[src/rtl/memory_arbiter_if.sv]
// Bus bundle between the dcache/icache, the arbiter and the single-ported RAM.
//   dcache side : dREN, dWEN, daddr, dstore -> arbiter; dwait, dload <- arbiter
//   icache side : iREN, iaddr -> arbiter; iwait, iload <- arbiter
//   RAM side    : ramREN, ramWEN, ramaddr, ramstore <- arbiter; ramload, ramstate -> arbiter
// slave  : the arbiter's view (takes cache requests, drives the RAM).
// master : the environment's view (caches and RAM together).
interface memory_arbiter_if;
  // dcache
  logic        dREN;
  logic        dWEN;
  logic [31:0] daddr;
  logic [31:0] dstore;
  logic        dwait;
  logic [31:0] dload;
  // icache
  logic        iREN;
  logic [31:0] iaddr;
  logic        iwait;
  logic [31:0] iload;
  // RAM
  logic        ramREN;
  logic        ramWEN;
  logic [31:0] ramaddr;
  logic [31:0] ramstore;
  logic [31:0] ramload;
  logic [1:0]  ramstate;

  modport slave (
    input  dREN, dWEN, daddr, dstore, iREN, iaddr, ramload, ramstate,
    output dwait, dload, iwait, iload, ramREN, ramWEN, ramaddr, ramstore
  );

  modport master (
    output dREN, dWEN, daddr, dstore, iREN, iaddr, ramload, ramstate,
    input  dwait, dload, iwait, iload, ramREN, ramWEN, ramaddr, ramstore
  );
endinterface

[src/rtl/memory_arbiter.sv]
// Arbitrates dcache and icache traffic onto one single-ported RAM.
// Data requests win; after STARVE_LIMIT data completions with an icache
// request pending, one instruction access is forced.
// Ports:
//   CLK  : clock, rising edge
//   nRST : asynchronous active-low reset
//   bus  : memory_arbiter_if.slave (cache requests in, RAM controls out)
// RAM controls and the wait handshakes are combinational from the owner
// state and ramstate, so completion is visible in the ACCESS cycle itself
// and a reset drops the enables without waiting for a clock.
// STARVE_LIMIT must be at least 1.
module memory_arbiter #(
  parameter int unsigned STARVE_LIMIT = 4
) (
  input logic             CLK,
  input logic             nRST,
  memory_arbiter_if.slave bus
);

  localparam int unsigned CNT_W = $clog2(STARVE_LIMIT + 1);
  localparam logic [CNT_W-1:0] CNT_MAX = CNT_W'(STARVE_LIMIT);
  localparam logic [1:0] RAM_ACCESS = 2'd2;

  typedef enum logic [1:0] {
    IDLE   = 2'd0,
    DGRANT = 2'd1,
    IGRANT = 2'd2
  } state_e;

  state_e           state_q, state_d;
  logic [CNT_W-1:0] starve_cnt_q, starve_cnt_d;
  logic [CNT_W-1:0] cnt_inc;
  logic             d_req;
  logic             ram_done;
  logic             starved;

  // Read data goes straight through to both caches.
  assign bus.dload = bus.ramload;
  assign bus.iload = bus.ramload;

  assign d_req    = bus.dREN | bus.dWEN;
  // BUSY, FREE and ERROR all mean "not done yet"; only ACCESS completes.
  assign ram_done = (bus.ramstate == RAM_ACCESS);
  assign starved  = (starve_cnt_q == CNT_MAX);
  assign cnt_inc  = starved ? CNT_MAX : starve_cnt_q + CNT_W'(1);

  // State and starvation counter registers.
  always_ff @(posedge CLK or negedge nRST) begin
    if (!nRST) begin
      state_q      <= IDLE;
      starve_cnt_q <= '0;
    end else begin
      state_q      <= state_d;
      starve_cnt_q <= starve_cnt_d;
    end
  end

  // Next-state, counter update and RAM/handshake outputs.
  always_comb begin
    state_d      = state_q;
    starve_cnt_d = starve_cnt_q;
    bus.ramREN   = 1'b0;
    bus.ramWEN   = 1'b0;
    bus.ramaddr  = bus.daddr;
    bus.ramstore = bus.dstore;
    bus.dwait    = 1'b1;
    bus.iwait    = 1'b1;

    unique case (state_q)
      IDLE: begin
        if (starved && bus.iREN) begin
          state_d = IGRANT;
        end else if (d_req) begin
          state_d = DGRANT;
        end else if (bus.iREN) begin
          state_d = IGRANT;
        end
      end

      DGRANT: begin
        if (d_req) begin
          // A simultaneous read and write request issues the write.
          bus.ramWEN = bus.dWEN;
          bus.ramREN = bus.dREN & ~bus.dWEN;
          bus.dwait  = ~ram_done;
          if (ram_done && bus.iREN) begin
            starve_cnt_d = cnt_inc;
            // Hand the next slot to the icache once it has waited long enough.
            if (cnt_inc == CNT_MAX) begin
              state_d = IGRANT;
            end
          end
        end else begin
          // Dropped request: an empty cycle, then re-arbitrate.
          state_d = bus.iREN ? IGRANT : IDLE;
        end
      end

      IGRANT: begin
        bus.ramaddr = bus.iaddr;
        if (bus.iREN) begin
          bus.ramREN = 1'b1;
          bus.iwait  = ~ram_done;
          if (ram_done) begin
            starve_cnt_d = '0;
            if (d_req) begin
              state_d = DGRANT;
            end
          end
        end else begin
          state_d = d_req ? DGRANT : IDLE;
        end
      end

      default: begin
        state_d = IDLE;
      end
    endcase

    // Nothing to protect when no fetch is pending.
    if (!bus.iREN) begin
      starve_cnt_d = '0;
    end
  end

endmodule

[src/flat_wrapper.sv]
// flat-port wrapper written by rule: the top's interface ports become plain ports
module memory_arbiter_flat 
#(
  parameter int unsigned STARVE_LIMIT = 4
)
  (CLK, nRST, bus_dREN, bus_dWEN, bus_daddr, bus_dstore, bus_iREN, bus_iaddr, bus_ramload, bus_ramstate, bus_dwait, bus_dload, bus_iwait, bus_iload, bus_ramREN, bus_ramWEN, bus_ramaddr, bus_ramstore);
  memory_arbiter_if bus_i ();
  input logic CLK;
  input logic nRST;
  input wire logic [$bits(bus_i.dREN)-1:0] bus_dREN;
  input wire logic [$bits(bus_i.dWEN)-1:0] bus_dWEN;
  input wire logic [$bits(bus_i.daddr)-1:0] bus_daddr;
  input wire logic [$bits(bus_i.dstore)-1:0] bus_dstore;
  input wire logic [$bits(bus_i.iREN)-1:0] bus_iREN;
  input wire logic [$bits(bus_i.iaddr)-1:0] bus_iaddr;
  input wire logic [$bits(bus_i.ramload)-1:0] bus_ramload;
  input wire logic [$bits(bus_i.ramstate)-1:0] bus_ramstate;
  output wire logic [$bits(bus_i.dwait)-1:0] bus_dwait;
  output wire logic [$bits(bus_i.dload)-1:0] bus_dload;
  output wire logic [$bits(bus_i.iwait)-1:0] bus_iwait;
  output wire logic [$bits(bus_i.iload)-1:0] bus_iload;
  output wire logic [$bits(bus_i.ramREN)-1:0] bus_ramREN;
  output wire logic [$bits(bus_i.ramWEN)-1:0] bus_ramWEN;
  output wire logic [$bits(bus_i.ramaddr)-1:0] bus_ramaddr;
  output wire logic [$bits(bus_i.ramstore)-1:0] bus_ramstore;
  assign bus_i.dREN = bus_dREN;
  assign bus_i.dWEN = bus_dWEN;
  assign bus_i.daddr = bus_daddr;
  assign bus_i.dstore = bus_dstore;
  assign bus_i.iREN = bus_iREN;
  assign bus_i.iaddr = bus_iaddr;
  assign bus_i.ramload = bus_ramload;
  assign bus_i.ramstate = bus_ramstate;
  assign bus_dwait = bus_i.dwait;
  assign bus_dload = bus_i.dload;
  assign bus_iwait = bus_i.iwait;
  assign bus_iload = bus_i.iload;
  assign bus_ramREN = bus_i.ramREN;
  assign bus_ramWEN = bus_i.ramWEN;
  assign bus_ramaddr = bus_i.ramaddr;
  assign bus_ramstore = bus_i.ramstore;
  memory_arbiter #(.STARVE_LIMIT(STARVE_LIMIT)) u_core (.CLK(CLK), .nRST(nRST), .bus(bus_i));
endmodule
[config.mk]
export PLATFORM = sky130hd
export DESIGN_NAME = memory_arbiter_flat
export DESIGN_NICKNAME = d
export VERILOG_FILES = /design/src/rtl/memory_arbiter_if.sv /design/src/rtl/memory_arbiter.sv /design/src/flat_wrapper.sv
export SDC_FILE = /design/constraint.sdc
export NUM_CORES = 1
export LEC_CHECK = 0
export CELL_PAD_IN_SITES_DETAIL_PLACEMENT = 0
export CELL_PAD_IN_SITES_GLOBAL_PLACEMENT = 1
export CORE_ASPECT_RATIO = 0.7
export CORE_MARGIN = 4
export CORE_UTILIZATION = 13
export CTS_BUF_LIST = sky130_fd_sc_hd__clkbuf_4
export DETAILED_ROUTE_END_ITERATION = 10
export PLACE_DENSITY_LB_ADDON = 0.1
export SLEW_MARGIN = 20
export SYNTH_ARGS = -nofsm -noshare
export SYNTH_HDL_FRONTEND = slang
export SYNTH_SLANG_ARGS = --single-unit
[constraint.sdc]
create_clock -name CLK -period 2 [get_ports CLK]
set_input_delay 0.4 -clock CLK [delete_from_list [all_inputs] [get_ports CLK]]
set_output_delay 0.4 -clock CLK [all_outputs]
set_load 0.02 [all_outputs]
==> results by group <==
Cells and area
  – Layout cell share with drive strength beyond 1: 46.2%
  – Post-layout util: about a fifth
  – Final nets: ~350
  – Synthesis-to-finish area growth: 38.8%
  – Final Instance Area: around 0.0022 mm2
  – Diode count: 0

Placed design
  – PortBufs: 106
  – Post-DP HPWL: around 4300 um
  – Placer Congestion: ~0.67
  – Placed Instance Area: 0.00220 mm2

Synth
  – Synthesized area per cell: approximately 8.5 um2
  – Synthesis warning total: 0
  – Register area share after synthesis: under 10%
  – Cell area after synthesis: between 0.0015 and 0.002 mm2
  – Post-Syn Instances: ~190
  – Most common cell in the netlist: buf_4
  – Synth Flop Type: dfrtp_1
  – Syn_nets: between 300 and 400
  – Distinct cells, synth: 27
  – Post-synth EDFFs: 0
  – Post-synth top area share: between 40% and 50%
  – Most area-hungry cell type in the Yosys netlist: buf_4
  – Synth cell count leaders: 96 x buf_4, 32 x mux2_2, 7 x nand2_1, 6 x ha_1
  – Ys async rst share: between 90% and 100%
  – Top cells by area, synth: buf_4 45%, mux2_2 23%, dfrtp_1 7.9%
  – FF+latch count, synth: 5

GRT
  – Largest net degree at the start of global routing: 24
  – First-pass GRT wire length: slightly above 7000 um
  – Initial antenna violation count: 0
  – Aggregate global routing overflow: 0
  – All-Layer GR Usage: under 10%
  – Vias in the first global route: about 1200

Clock tree
  – Clock Tree Buf Depth: 2
  – Root Driver: clkbuf_4
  – Clock sinks: 5
  – Worst-path clk slew: 0.04 ns
  – Post-CTS Hold Buffers: 0
  – CTS tree: built
  – Clk_lat worst skew: 0.23 ns
  – TritonCTS Buffers: 3
  – # H-tree levels: 1

Route
  – Routed len/inst: 13.3 um
  – Final WL: slightly below 5000 um
  – Initial DRT Pass Iterations: 2
  – Number of DRC markers after the initial detailed-route iteration: 24
  – Vias per inst: about 3.1
  – Final ANT Viol Nets: 0
  – Vias: 1157
  – Post-route DRC: 0

Floorplanning
  – Die height: ~100 um
  – Die area: 0.0140 mm2
  – Site row count: 33
  – Top-Level Pins: approximately 270
  – Core Box Area: about 0.012 mm2
  – Die width: 140 um
  – Initial core utilization: a little over an eighth

Critical path
  – CP Launch Type: register
  – Crit path largest cell delay: about 0.38 ns
  – Levels on crit path: 5
  – R2R depth: 7
  – Max FO, Critical Path: 23
  – Buf/Inv on CP: 3
  – Reg2reg setup slack: 0.22 ns
  – Data arrival, critical path: 1.56 ns
  – Worst EP required: between 1.5 and 2 ns
  – Slowest CP cell: dfrtp_1
  – Crit Path Class: register to primary output
  – Worst path cell trace: inv_2 > ha_4 > buf_12 > mux2_2 > buf_2
  – Worst path top cell family by delay: buffers and inverters
  – Endpoint class of the critical path: primary output

Timing
  – RSZ-0062 raised after global routing: true
  – Fmax: between 500 and 600 MHz
  – Final hold viol count: 0
  – Worst-Margin Slew: ~0.33 ns
  – Final slew viol count: 0
  – Total Neg Setup Slack: 0 ns
  – WHS: 0.398 ns
  – Worst relative slew slack: between 70 and 80%
  – Min Tclk post-route: 1.96 ns
  – Part of the cycle the worst path needs: between 90% and 100%
  – Count of final setup violators: 0
  – Max Clock Skew: roughly 0.0028 ns

Run
  – Max-Cap Viols: 0

Hold path
  – Hold crit path type: input port to async pin

Status
  – Outcome: finished, final reports clean

Pwr
  – Pleak: ~0.00091 uW
  – Peak supply drop: ~0.25 mV
  – P per Cell Area: 895 mW/mm2
## kinds of logic after synthesis
| logic type | count (synthesis) | share of synthesized area [%] |
|---|---|---|
| muxes | 37 | 26.4 |
| DFF | 5 | 7.90 |
| and+or+nand+nor | 21 | 6.79 |
| adders and majority gates | 6 | 4.74 |
| buffers and inverters | 105 | 48.0 |
| AOI/OAI and AO/OA | 12 | 6.16 |
## what timing repair did
item / 4_1_cts / 5_1_grt
setup endpoints to repair: 36 / 32
pin swaps: 1 / 1
gates resized for setup: 143 / 37
setup buffers: 3 / 2
## state kept, by name (all words and copies together), names as in the netlist
signal               flops
u_core.starve_cnt_q      3
u_core.state_q           2
## final cells by class
class	count	area [um2]
fill	1312	9610
timing repair buffer	123	1100
multi-input combinational	76	732
tap	157	196
sequential	5	125
clock buffer	4	30.0
inverter	4	15.0
## through the flow
| step | setup WS, ns | std cells | power (uW) |
|---|---|---|---|
| floorplan | 0.206 | 186 | 1360 |
| detailed placement | -0.343 | 360 | 1840 |
| global placement | -0.321 | 360 | 1890 |
| CTS | -0.128 | 367 | 1880 |
| finish | 0.0354 | 369 | 1970 |
| global route | -0.0399 | 369 | 2130 |
## placed cells by master (no fill, tap or decap), drive strengths merged
cell / Yosys / routed
a211o: 1 / 1
a21boi: 1 / 1
a21oi: 5 / 5
a2bb2oi: 1 / 1
and2: 2 / 2
and2b: 1 / 1
buf: 101 / 51
clkbuf: 0 / 6
clkdlybuf4s50: 0 / 70
dfrtp: 5 / 5
ha: 6 / 6
inv: 4 / 4
mux2: 35 / 35
mux2i: 2 / 2
nand2: 8 / 8
nand2b: 1 / 1
nand3: 3 / 3
nand3b: 2 / 2
nor2: 3 / 3
o211ai: 1 / 1
o21ai: 2 / 2
o311ai: 1 / 1
or2: 1 / 1
## where the power goes
| group | internal, uW | switching (uW) | leakage, uW |
|---|---|---|---|
| logic | 900 | 763 | 0.000825 |
| clock network | 88.5 | 34.7 | 0.0000184 |
| registers | 145 | 36.5 | 0.0000650 |
| total | 1130 | 835 | 0.000909 |
## path summary, 6_finish.rpt
kind	startpoint	end
max	u_core.state_q[0]	bus_ramaddr[31]
min	nRST	u_core.starve_cnt_q[2]
max reg2reg	u_core.state_q[1]	u_core.starve_cnt_q[2]
min reg2reg	u_core.starve_cnt_q[0]	u_core.starve_cnt_q[0]
max in group asynchronous	nRST	u_core.starve_cnt_q[0]
min in group CLK	u_core.starve_cnt_q[0]	u_core.starve_cnt_q[0]
## routing by layer
| layer | GRT usage [%] | share of wire [%] |
|---|---|---|
| met1 | 7.91 | 40 |
| met4 | 0.745 | 0.33 |
| met3 | 3.33 | 11 |
| met2 | 10.1 | 49 |
| met5 | 0 | 0 |
Power figures use the tool's default switching activity.
